### src/rtl/qos_pkg.sv
// qos_pkg: shared class count, index width, FSM encodings and default weight for the QoS scheduler
package qos_pkg;
  localparam int NUM_CLASSES = 4;
  localparam int IDX_W = 2;
  localparam int DEFAULT_WEIGHT = 1;
  localparam logic [1:0] S_IDLE  = 2'd0;
  localparam logic [1:0] S_LOAD  = 2'd1;
  localparam logic [1:0] S_SERVE = 2'd2;
  localparam logic [1:0] S_WAIT  = 2'd3;
  typedef enum logic [1:0] {
    ST_IDLE  = S_IDLE,
    ST_LOAD  = S_LOAD,
    ST_SERVE = S_SERVE,
    ST_WAIT  = S_WAIT
  } state_t;
endpackage

### src/rtl/qos_scheduler_if.sv
// qos_scheduler_if: FIFO status, flow control, weight config and pop outputs of the QoS scheduler
interface qos_scheduler_if #(parameter int W_BITS = 4);
  import qos_pkg::*;
  logic [NUM_CLASSES-1:0] EMPTY;
  logic                   PAUSE;
  logic                   CFG_WE;
  logic [IDX_W-1:0]       CFG_ADDR;
  logic [W_BITS-1:0]      CFG_WDATA;
  logic [NUM_CLASSES-1:0] POP;
  logic [IDX_W-1:0]       GRANT_ID;
  logic                   VALID;
  modport master (input EMPTY, PAUSE, CFG_WE, CFG_ADDR, CFG_WDATA, output POP, GRANT_ID, VALID);
  modport slave (output EMPTY, PAUSE, CFG_WE, CFG_ADDR, CFG_WDATA, input POP, GRANT_ID, VALID);
endinterface

### src/rtl/qos_rr_pick.sv
// qos_rr_pick: combinational rotating-priority picker, first eligible class from ptr upward with wrap
module qos_rr_pick
  import qos_pkg::*;
(
  input  logic [NUM_CLASSES-1:0] elig,
  input  logic [IDX_W-1:0]       ptr,
  output logic [NUM_CLASSES-1:0] grant,
  output logic [IDX_W-1:0]       idx,
  output logic                   found
);
  always_comb begin
    idx = '0;
    found = 1'b0;
    for (int i = NUM_CLASSES - 1; i >= 0; i--) begin
      if (elig[ptr + IDX_W'(i)]) begin
        idx = ptr + IDX_W'(i);
        found = 1'b1;
      end
    end
    grant = found ? NUM_CLASSES'(1) << idx : '0;
  end
endmodule

### src/rtl/qos_scheduler.sv
// qos_scheduler: weighted round-robin FIFO pop scheduler; QOS_SCHED_STRICT_PRIO_EN makes class 3 strict priority
module qos_scheduler #(
  parameter int W_BITS = 4,
  parameter int DEFAULT_WEIGHT = qos_pkg::DEFAULT_WEIGHT
) (
  input logic            CLK,
  input logic            RESET,
  qos_scheduler_if.master bus
);
  import qos_pkg::*;
  state_t                 st;
  logic [W_BITS-1:0]      weight [NUM_CLASSES];
  logic [W_BITS-1:0]      credit [NUM_CLASSES];
  logic [IDX_W-1:0]       ptr, grant_id, pick_idx;
  logic [NUM_CLASSES-1:0] pop, elig, live, pick;
  logic                   valid, found;
  always_comb begin
    elig = '0;
    live = '0;
    for (int i = 0; i < NUM_CLASSES; i++) begin
      elig[i] = !bus.EMPTY[i] && credit[i] != '0;
      live[i] = !bus.EMPTY[i] && weight[i] != '0;
    end
  end
  qos_rr_pick u_pick (.elig(elig), .ptr(ptr), .grant(pick), .idx(pick_idx), .found(found));
  always_ff @(posedge CLK or negedge RESET) begin
    if (!RESET) begin
      st       <= ST_IDLE;
      ptr      <= '0;
      pop      <= '0;
      grant_id <= '0;
      valid    <= 1'b0;
      credit   <= '{default: '0};
      weight   <= '{default: W_BITS'(DEFAULT_WEIGHT)};
    end else begin
      pop   <= '0;
      valid <= |pop;
      if (bus.CFG_WE) weight[bus.CFG_ADDR] <= bus.CFG_WDATA;
      case (st)
        ST_IDLE: if (!(&bus.EMPTY)) st <= ST_LOAD;
        ST_LOAD: begin
          credit <= weight;
          st     <= |live ? ST_SERVE : ST_IDLE;
        end
        ST_SERVE: if (!bus.PAUSE) begin
`ifdef QOS_SCHED_STRICT_PRIO_EN
          // class 3 bypasses credits and leaves the WRR pointer alone
          if (!bus.EMPTY[NUM_CLASSES-1]) begin
            pop      <= NUM_CLASSES'(1) << (NUM_CLASSES - 1);
            grant_id <= IDX_W'(NUM_CLASSES - 1);
            st       <= ST_WAIT;
          end else
`endif
          if (found) begin
            pop              <= pick;
            credit[pick_idx] <= credit[pick_idx] - W_BITS'(1);
            ptr              <= pick_idx;
            grant_id         <= pick_idx;
            st               <= ST_WAIT;
          end else st <= !(&bus.EMPTY) ? ST_LOAD : ST_IDLE;
        end
        ST_WAIT: st <= ST_SERVE;
        default: st <= ST_IDLE;
      endcase
    end
  end
  assign bus.POP      = pop;
  assign bus.GRANT_ID = grant_id;
  assign bus.VALID    = valid;
endmodule
### src/flat_wrapper.sv
// flat-port wrapper written by rule: the top's interface ports become plain ports
module qos_scheduler_flat import qos_pkg::*;
#(
  parameter int W_BITS = 4,
  parameter int DEFAULT_WEIGHT = qos_pkg::DEFAULT_WEIGHT
)
  (CLK, RESET, bus_EMPTY, bus_PAUSE, bus_CFG_WE, bus_CFG_ADDR, bus_CFG_WDATA, bus_POP, bus_GRANT_ID, bus_VALID);
  qos_scheduler_if #(.W_BITS(W_BITS)) bus_i ();
  input logic CLK;
  input logic RESET;
  input wire logic [$bits(bus_i.EMPTY)-1:0] bus_EMPTY;
  input wire logic [$bits(bus_i.PAUSE)-1:0] bus_PAUSE;
  input wire logic [$bits(bus_i.CFG_WE)-1:0] bus_CFG_WE;
  input wire logic [$bits(bus_i.CFG_ADDR)-1:0] bus_CFG_ADDR;
  input wire logic [$bits(bus_i.CFG_WDATA)-1:0] bus_CFG_WDATA;
  output wire logic [$bits(bus_i.POP)-1:0] bus_POP;
  output wire logic [$bits(bus_i.GRANT_ID)-1:0] bus_GRANT_ID;
  output wire logic [$bits(bus_i.VALID)-1:0] bus_VALID;
  assign bus_i.EMPTY = bus_EMPTY;
  assign bus_i.PAUSE = bus_PAUSE;
  assign bus_i.CFG_WE = bus_CFG_WE;
  assign bus_i.CFG_ADDR = bus_CFG_ADDR;
  assign bus_i.CFG_WDATA = bus_CFG_WDATA;
  assign bus_POP = bus_i.POP;
  assign bus_GRANT_ID = bus_i.GRANT_ID;
  assign bus_VALID = bus_i.VALID;
  qos_scheduler #(.W_BITS(W_BITS), .DEFAULT_WEIGHT(DEFAULT_WEIGHT)) u_core (.CLK(CLK), .RESET(RESET), .bus(bus_i));
endmodule
### config.mk
export PLATFORM = sky130hd
export DESIGN_NAME = qos_scheduler_flat
export DESIGN_NICKNAME = d
export VERILOG_FILES = /design/src/rtl/qos_pkg.sv /design/src/rtl/qos_scheduler_if.sv /design/src/rtl/qos_rr_pick.sv /design/src/rtl/qos_scheduler.sv /design/src/flat_wrapper.sv
export SDC_FILE = /design/constraint.sdc
export NUM_CORES = 1
export LEC_CHECK = 0
export ABC_AREA = 1
export CAP_MARGIN = 20
export CORE_MARGIN = 4
export CORE_UTILIZATION = 53
export CTS_CLUSTER_DIAMETER = 150
export DETAILED_ROUTE_END_ITERATION = 16
export GPL_TIMING_DRIVEN = 0
export PLACE_DENSITY = 0.74
export SLEW_MARGIN = 10
export SYNTH_ARGS = -nofsm -noshare
export SYNTH_HDL_FRONTEND = slang
export SYNTH_SLANG_ARGS = --single-unit
### constraint.sdc
create_clock -name CLK -period 3.2 [get_ports CLK]
set_clock_uncertainty 0.05 [all_clocks]
set_input_delay 0.96 -clock CLK [delete_from_list [all_inputs] [get_ports CLK]]
set_output_delay 0.96 -clock CLK [all_outputs]
set_load 0.1 [all_outputs]
# Word level (Yosys, flattened, before mapping)
# Cells that the tools add are included.
[totals]
reg_bits = 41
elab_cells = 101
input_bits = 14
output_inout_bits = 7
[classes]
n_mux = 37
eq_ne = 6
n_reduce_logical = 30
shifts = 1
n_bitwise = 3
order_cmp = 8
add_sub_neg = 4
[op_table]
columns = ["operator", "n"]
rows = [
  ["$bwmux 16", 2],
  ["$mux 16", 2],
  ["$pmux 16 s2", 1],
  ["$reduce_bool 4->1", 8],
  ["$mux 4", 7],
  ["$demux 4 s2", 2],
  ["$mux 2", 8],
  ["$lt 2x3->1 const B", 4],
  ["$logic_and 1x1->1", 10],
  ["$mux 1", 9],
  ["$bmux 1 s2", 4],
  ["$bmux 4 s2", 1],
  ["$pmux 2 s4", 1],
  ["$reduce_or 4->1", 2],
  ["$ge 3x3->1 const B", 2],
  ["$lt 3x1->1 const B", 2],
  ["$not 2->3", 2],
  ["$reduce_and 3->1", 2],
  ["$add 2x2->2 const B", 2],
  ["$eq 2x2->1 const B", 2],
  ["$logic_not 1->1", 4],
  ["$ne 2x2->1 const B", 2],
  ["$reduce_and 4->1", 1],
  ["$shl 1x2->4 const A", 1],
  ["8 further kinds", 8],
]

# Depth between registers and ports, before layout
# Gate-level depths: netlist of run 1.
[depth]
word_depth = 17
depth_mapped = 21
mapped_depth_nobuf = 20

# Cells and area by module
# A second synthesis of run 1 with hierarchy kept.
[hier_totals]
cells_unflattened = 318
area_unflattened_um2 = 2353.5
[modules_own_cells]
columns = ["module", "seq_area_each_um2", "instances", "cells_each", "area_per_inst_um2"]
rows = [
  ["qos_scheduler", 1031.0, 1, 260, 2095.8],
  ["qos_rr_pick", 0.0, 1, 58, 257.7],
]

# Worst setup path before layout of run 1
# Ideal clock, no wire load.
[synth_timing]
path_kind = "reg2reg"
startpoint = "register u_core.ptr[0]"
endpoint = "register u_core.credit[1] (netlist name)"
slack_ns = 0.086
t_arrival_ns = 2.999
setup_time_ns = 0.065
required_ns = 3.085
stages_incl_launch_ff = 21
cell_sequence = "dfrtp_1 buf_6 nand3_1 nand2_2 nand2_2 nand2_2 inv_2 nand2_2 nand3_2 nand2_2 buf_6 nand2_1 nand2_1 nand2_1 nand2_1 inv_2 ha_1 or2_2 o21ai_0 nand2_1 nand2_1"
[synth_between]
elab_chain_cells = 16
[synth_lines]
columns = ["element", "line", "rtl"]
rows = [
  ["start: declaration", "qos_scheduler.sv:14", "logic [IDX_W-1:0] ptr, grant_id, pick_idx;"],
  ["start signal: assignment", "qos_scheduler.sv:57", "ptr <= pick_idx;"],
  ["$add 2x2->2", "qos_rr_pick.sv:15, qos_rr_pick.sv:16", ""],
  ["$bmux 1 s2", "qos_rr_pick.sv:15", "if (elig[ptr + IDX_W'(i)]) begin"],
  ["$mux 1 (not written as such)", "qos_rr_pick.sv:15", ""],
  ["$mux 2 (4 in a row)", "qos_rr_pick.sv:15", ""],
  ["$not 2->3 (not written as such)", "qos_scheduler.sv:56", "credit[pick_idx] <= credit[pick_idx] - W_BITS'(1);"],
  ["$bmux 4 s2 (tied with other cells)", "qos_scheduler.sv:56", ""],
  ["$mux 4 (not written as such) or $logic_and 1x1->1 (tied branches)", "qos_scheduler.sv:56", ""],
  ["$mux 4 (not written as such)", "qos_scheduler.sv:56", ""],
  ["$sub 4x1->4 or $demux 4 s2 (tied branches)", "qos_scheduler.sv:56", ""],
  ["$bwmux 16", "qos_scheduler.sv:56", ""],
  ["$mux 16", "qos_scheduler.sv:54", "if (found) begin"],
  ["$mux 16", "qos_scheduler.sv:45", "ST_SERVE: if (!bus.PAUSE) begin"],
  ["$pmux 16 s2", "qos_scheduler.sv:39", "case (st)"],
  ["end signal: assignment", "qos_scheduler.sv:42", "credit <= weight;"],
  ["end signal: indexed assignment", "qos_scheduler.sv:56", ""],
  ["end: declaration", "qos_scheduler.sv:13", "logic [W_BITS-1:0] credit [NUM_CLASSES];"],
]
# Parallel ways exist; a longest one is shown, timed or not. The select of a mux whose other input is x is not followed.
# A chain may end at the register's enable or synchronous reset.

# Worst setup path after layout of run 1
[layout_timing]
startpoint = "input bus_EMPTY[3]"
endpoint = "register u_core.credit[5] (netlist name)"
[layout_between]
elab_chain_cells = 17
[layout_lines]
columns = ["element", "line", "rtl"]
rows = [
  ["start: declaration", "flat_wrapper.sv:11", "input wire logic [$bits(bus_i.EMPTY)-1:0] bus_EMPTY;"],
  ["$logic_not 1->1 *", "qos_scheduler.sv:21", "elig[i] = !bus.EMPTY[i] && credit[i] != '0;"],
  ["$logic_and 1x1->1 *", "qos_scheduler.sv:21", ""],
  ["$bmux 1 s2", "qos_rr_pick.sv:15", ""],
  ["$mux 1 (not written as such)", "qos_rr_pick.sv:15", ""],
  ["$mux 2 (4 in a row)", "qos_rr_pick.sv:15", ""],
  ["$not 2->3 (not written as such)", "qos_scheduler.sv:56", ""],
  ["$bmux 4 s2 (tied with other cells)", "qos_scheduler.sv:56", ""],
  ["$mux 4 (not written as such) or $logic_and 1x1->1 (tied branches)", "qos_scheduler.sv:56", ""],
  ["$mux 4 (not written as such)", "qos_scheduler.sv:56", ""],
  ["$sub 4x1->4 or $demux 4 s2 (tied branches)", "qos_scheduler.sv:56", ""],
  ["$bwmux 16", "qos_scheduler.sv:56", ""],
  ["$mux 16", "qos_scheduler.sv:54", ""],
  ["$mux 16", "qos_scheduler.sv:45", ""],
  ["$pmux 16 s2", "qos_scheduler.sv:39", ""],
]
# Mark *: on every way between the ends. The rest lies on a longest branch, timed or not. The select of a mux whose other input is x is not followed.

==> impl_metrics.ini, run 1 <==
[placed_design]
dp.final_hpwl_um = 4330
io_buffer_count = 20
postPlaceCellArea_um2 = 2700
gp_congestion = 0.902
dpl_worst_slack_ns = -0.556

[clocking]
cts.clk_slew.worst_paths_ns = 0.08
cts-root-to-sink-buffers = 2
cts_inserted_buffers = 5
cts.htree.levels = 2
tritoncts = built
cts.sink_count = 41
cts_hold_buf = 0
clock_latency_reported_for_the_late_side_of_the_worst_skew_pair_ns = 0.30
root_buffer = sky130_fd_sc_hd__clkbuf_8

[layout]
num-nets-final = 363
seqCellArea_um2 = 1030
syn_to_final_growth_pct = 18.4
layout-drive-gt1-share_pct = 20.9
final.fill_count = 376
footprint_of_the_multi_input_gates_um2 = 1250
layout.cell_area.non_filler_um2 = 2870
n_antenna_cell = 0

[global_route]
grt_overflow = 0
grt_use_met2_pct = 36.2
global_routing_usage_summed_across_all_routing_layers_pct = 22.3
grt-busiest-layer = met2
grt_start_max_net_pins = 29
gr-usage-met1_pct = 30.2
first_pass_grt_wire_length_um = 9500
met3_usage_grt_pct = 4.09
antenna_found_initial = 0
grt_pass1_vias = 1992

[critical_path]
cell_with_the_largest_stage_delay_on_the_worst_path = sky130_fd_sc_hd__ha_1
critical_path.max_fanout = 4
worst-setup-path-type = in2reg
path_common_cell = sky130_fd_sc_hd__nand2_2
critical_path.endpoint_type = flip-flop
timing.critical_path.required_ns = 3.39
critical-path-max-stage-delay_ns = 0.28
cp.arrival_ns = 3.22
critical_path.cell_chain = dlygate4sd2_1, inv_2, nand3_1, nand2_2, nand2_2, nand2_2, inv_2, nand2_2, nand3_2, nand2_2, buf_6, nand2_1, nand2_1, nand2_1, nand2_2, inv_2, ha_1, or2_4, o21ai_2, nand2_1, nand2_1
timing.critical_path.from_type = primary input

[sta]
fin_tns_setup_ns = 0
layout_worst_path_cycle_share_pct = 94.6
relSlewSlack_pct = 35.4
rsz0062_at_grt = false
setup_failing_eps_final = 0
worst_pin_slew_ns = 0.966
finalWorstPathRequiredPeriod_ns = 3.03
max_fclk_mhz = 330
fin_ws_ns = 0.173
final_max_slew_viol_count = 0
finalHoldViolations = 0

[route]
route.detailed.wl_per_inst_um = 14.1
drt_wl_total_um = 5650
detail_route.iter0.violations = 147
viasPerCell = 5.44
via_count = 2181
drt_pass_1_iters = 4
routed_antenna_nets = 0
drc = 0

[synthesis]
synth_edf_count = 0
synth_nets = 332
yosysMostFrequentCell = sky130_fd_sc_hd__nand2_1
register_bit_count_reported_by_yosys = 41
synth_cells = 317
post_synth_num_cell_types = 29
synthesis.area_um2 = 2420
main_synth_ff_type = sky130_fd_sc_hd__dfrtp_1
netlist.area_leader.share_pct = 38.2
avgSynthCellArea_um2 = 7.65
yosys.area.top_type = sky130_fd_sc_hd__dfrtp_1
synth_sequential_area_ratio_pct = 42.5
synth-warning-count = 0
yosys-top-cells-count = 82 x sky130_fd_sc_hd__nand2_1, 37 x sky130_fd_sc_hd__dfrtp_1, 32 x sky130_fd_sc_hd__nor2_1
synth-async-reset-ratio_pct = 100
cell_types_occupying_the_most_area_after_synthesis = sky130_fd_sc_hd__dfrtp_1 38%, sky130_fd_sc_hd__nand2_1 13%, sky130_fd_sc_hd__nand3_1 5.6%

[floorplan]
die_height_um = 75.6
fp.dieW_um = 75.6
coreArea_um2 = 4380
pin_count = 21
design.die.area_um2 = 5720
floorplan.rows = 24
start_util_pct = 55.3

[run_status]
outcome = finished, final reports clean

[min_path]
hold_path.class = reg2reg

[run]
number_of_max_cap_violations = 0
cell usage in the layout (no fill, tap or decap), types with 3 or more instances in the layout:
master / Yosys / layout
sky130_fd_sc_hd__nand2_1: 82 / 78
sky130_fd_sc_hd__dfrtp_1: 37 / 37
sky130_fd_sc_hd__nor2_1: 32 / 32
sky130_fd_sc_hd__nand3_1: 27 / 27
sky130_fd_sc_hd__nand2_2: 21 / 25
sky130_fd_sc_hd__o21ai_0: 27 / 23
sky130_fd_sc_hd__a21oi_1: 21 / 21
sky130_fd_sc_hd__inv_1: 24 / 20
sky130_fd_sc_hd__clkdlybuf4s50_1: 0 / 15
sky130_fd_sc_hd__nand3_2: 10 / 10
sky130_fd_sc_hd__inv_2: 4 / 8
sky130_fd_sc_hd__clkbuf_8: 0 / 6
sky130_fd_sc_hd__nor4_1: 5 / 5
sky130_fd_sc_hd__buf_4: 1 / 4
sky130_fd_sc_hd__dfstp_2: 4 / 4
sky130_fd_sc_hd__buf_6: 3 / 3
sky130_fd_sc_hd__o21ai_1: 1 / 3
path summary, 6_finish.rpt:
check                                   from                end  slack (ns)  cells past startpoint
setup / recovery                bus_EMPTY[3]   u_core.credit[5]        0.17                     21
hold / removal             u_core.bus.POP[2]   u_core.bus.VALID        0.41                      1
setup reg to reg            u_core.credit[2]   u_core.credit[5]        0.55                     19
hold reg to reg            u_core.bus.POP[2]   u_core.bus.VALID        0.41                      1
max in group asynchronous              RESET   u_core.weight[0]        2.07                      2
min in group asynchronous              RESET  u_core.credit[14]        0.50                      1
metrics by stage:
| step | std cells | utilization (%) | hold WS [ns] |
|---|---|---|---|
| final | 401 | 65.4 | 0.410 |
| after global routing | 401 | 65.4 | 0.438 |
| after CTS | 400 | 65.0 | 0.416 |
| after detailed placement | 390 | 61.7 | 0.393 |
| after global placement | 389 | 61.3 | 0.392 |
| after floorplan | 317 | - | 0.404 |
worst max-delay path, delay by kind of cell:
family                   cells  cell delay [ns]
buffers and inverters        5             0.56
adder cells (fa/ha/maj)      1             0.28
AO/OA/AOI/OAI                1             0.15
AND/OR/NAND/NOR             14             1.24
cell families (layout without fill, tap and decap cells):
kind of cell,count (synthesis),count (layout),share of synthesized area (%)
buf+inv,35,67,6.61
compound gates,54,54,11.6
simple gates,184,184,36.9
fa+ha+maj,1,1,0.516
xor+xnor,2,2,1.81
flops,41,41,42.5
cell type report:
class / count / area share (%)
clock buffers: 6 / 2.88
well taps: 52 / 2.27
flip-flops and latches: 41 / 35.9
plain buffers: 6 / 1.70
clock inverters: 2 / 1.31
multi-input cells: 241 / 43.7
inverters: 29 / 3.88
repair buffers: 24 / 8.37
repair_timing:
item / in CTS / in global routing
endpoints found under the setup margin: 4 / 8
buffers inserted: 2 / 1
pin swaps: 0 / 4
gates resized for setup: 15 / 4
registers in the layout, indices dropped and copies added, names as in the netlist:
name	flops
u_core.credit	16
u_core.weight	16
u_core.bus.POP	4
u_core.ptr	2
u_core.st	2
u_core.bus.VALID	1
per-layer routing:
metal | up-vias | routed length [um]
li1 | 1108 | -
met1 | 1011 | 2580
met2 | 56 | 2760
met3 | 6 | 265
met4 | 0 | 48
met5 | - | 0
Power of run 1 is not shown: default switching activity piles up to over one toggle a cycle in this logic, so the estimate is an artifact.
==> run 2, diff against run 1 <==
CAP_MARGIN = 5   (was 20)
==> results of run 2 <==
Same layout as run 1: the final DEF is identical, and so are final timing and power.
Power of run 2 is left out for the same reason.
==> run 3, diff against run 2 <==
CORE_ASPECT_RATIO = 1.1   (was not set)
==> impl_metrics.ini, run 3 (synthesis results as in run 1) <==
[run_status]
outcome = finished, final reports clean

[clocking]
cts_hold_buf = 0
cts.clk_slew.worst_paths_ns = 0.09
clock_latency_reported_for_the_late_side_of_the_worst_skew_pair_ns = 0.30
cts.htree.levels = 2
tritoncts = built
cts_inserted_buffers = 5
root_buffer = sky130_fd_sc_hd__clkbuf_8
cts-root-to-sink-buffers = 2
cts.sink_count = 41

[critical_path]
cp_top_family = simple AND/OR/NAND/NOR gates
reg_to_reg_slack_setup_ns = 0.55
critical_path.max_fanout = 4
setup.worst_path.end = u_core.credit[5]
critical_path.cell_chain = dlygate4sd2_1, inv_2, nand3_2, nand2_2, nand2_2, nand2_2, inv_2, nand2_2, nand3_4, nand2_2, buf_6, nand2_1, nand2_1, nand2_1, nand2_2, inv_2, ha_1, or2_4, o21ai_2, nand2_1, nand2_1
reg2reg_depth = 19
critical-path-max-stage-delay_ns = 0.28
worst-setup-path-type = in2reg
cp.arrival_ns = 3.19
cp_num_cells = 21
timing.critical_path.required_ns = 3.39
reg_to_reg_critical_path_endpoint = u_core.credit[5]
cell_with_the_largest_stage_delay_on_the_worst_path = sky130_fd_sc_hd__ha_1
setup.worst_path.start = bus_EMPTY[2]
timing.critical_path.from_type = primary input
rr_startpoint = u_core.credit[6]
critical_path_buf_inv_count = 5
path_common_cell = sky130_fd_sc_hd__nand2_2
critical_path.endpoint_type = flip-flop

[run]
number_of_max_cap_violations = 0

[layout]
finish.cell_count_without_fillers = 408
syn_to_final_growth_pct = 19.6
layout_commonest_cell = sky130_fd_sc_hd__nand2_1
layout-drive-gt1-share_pct = 22.3
mostFrequentLayoutCells = 78 x sky130_fd_sc_hd__nand2_1, 37 x sky130_fd_sc_hd__dfrtp_1, 32 x sky130_fd_sc_hd__nor2_1
n_antenna_cell = 0
num-nets-final = 368
final_core_utilization_pct = 66.7

[route]
viasPerCell = 5.43
drt_wl_total_um = 5790
drt_pass_1_iters = 4
drc = 0
routed_antenna_nets = 0
via_count = 2214
detail_route.iter0.violations = 164
route.detailed.wl_per_inst_um = 14.2

[floorplan]
fp.dieW_um = 72.5
coreArea_um2 = 4350
start_util_pct = 55.7
die_height_um = 78.9
pin_count = 21
floorplan.rows = 25
design.die.area_um2 = 5720

[sta]
layout_worst_path_cycle_share_pct = 93.7
holdWs_ns = 0.417
finalWorstPathRequiredPeriod_ns = 3.00
relSlewSlack_pct = 33.5
max_fclk_mhz = 333
setup_failing_eps_final = 0
finalHoldViolations = 0
final_max_slew_viol_count = 0
worst_pin_slew_ns = 0.994

[global_route]
gr-usage-met1_pct = 27.5
met3_usage_grt_pct = 3.67
grt_overflow = 0
grt-busiest-layer = met2
grt_pass1_vias = 2138
grt_start_max_net_pins = 26
first_pass_grt_wire_length_um = 9970
antenna_found_initial = 0
global_routing_usage_summed_across_all_routing_layers_pct = 22.4
grt_use_met2_pct = 39.3

[min_path]
timing.hold.worst.start = u_core.bus.POP[0]
hold_path.class = reg2reg

[placed_design]
gp_congestion = 0.882
dp.final_hpwl_um = 4500
post-place-cells = 392
io_buffer_count = 20
run 3: layer usage:
| metal | vias up | wire length (um) |
|---|---|---|
| met3 | 8 | 260 |
| li1 | 1112 | - |
| met4 | 0 | 98 |
| met1 | 1038 | 2410 |
| met5 | - | 0 |
| met2 | 56 | 3020 |
run 3: how the worst min path moves through the flow:
stage,depth (start not counted),end
floorplan,1,u_core.st[0]
global placement,1,u_core.bus.VALID
detailed placement,1,u_core.bus.VALID
CTS,1,u_core.bus.VALID
global route,1,u_core.bus.VALID
finish,1,u_core.bus.VALID
run 3: metrics by stage:
step	setup TNS (ns)	setup WS (ns)	area, um2
2_1_floorplan	0	0.0863	2420
3_3_place_gp	-3.38	-0.516	2690
3_5_place_dp	-3.47	-0.522	2710
4_1_cts	0	0.00151	2840
5_1_grt	-0.0100	-0.0100	2900
6_report	0	0.201	2900
run 3: cell type report:
class | count | area, um2
buffer | 6 | 48.8
clock buffer | 5 | 68.8
clock inverter | 3 | 17.5
fill | 399 | 1450
inverter | 29 | 111
multi-input combinational | 241 | 1260
sequential | 41 | 1030
tap | 54 | 67.6
timing repair buffer | 29 | 289
run 3: timing repair:
action | CTS | global route
pin swaps | 1 | 3
setup endpoints to repair | 4 | 8
setup buffers | 5 | 3
gates resized for setup | 10 | 11
run 3: worst reg2reg max path: stages, from the launching register on:
cell                      delay, ns
sky130_fd_sc_hd__dfrtp_1       0.43
sky130_fd_sc_hd__nor2_1        0.16
sky130_fd_sc_hd__nand2_2       0.11
sky130_fd_sc_hd__nand3_2       0.10
sky130_fd_sc_hd__nand2_2       0.07
sky130_fd_sc_hd__nand2_2       0.07
sky130_fd_sc_hd__nand2_2       0.05
sky130_fd_sc_hd__inv_2         0.08
sky130_fd_sc_hd__nand2_2       0.08
sky130_fd_sc_hd__nand3_4       0.07
sky130_fd_sc_hd__nand2_2       0.07
sky130_fd_sc_hd__buf_4         0.13
sky130_fd_sc_hd__nand3_1       0.05
sky130_fd_sc_hd__nand2_1       0.13
sky130_fd_sc_hd__nor2_8        0.12
sky130_fd_sc_hd__ha_1          0.22
sky130_fd_sc_hd__or2_4         0.26
sky130_fd_sc_hd__o21ai_2       0.16
sky130_fd_sc_hd__nand2_1       0.10
sky130_fd_sc_hd__nand2_1       0.06
Power of run 3 is left out for the same reason.
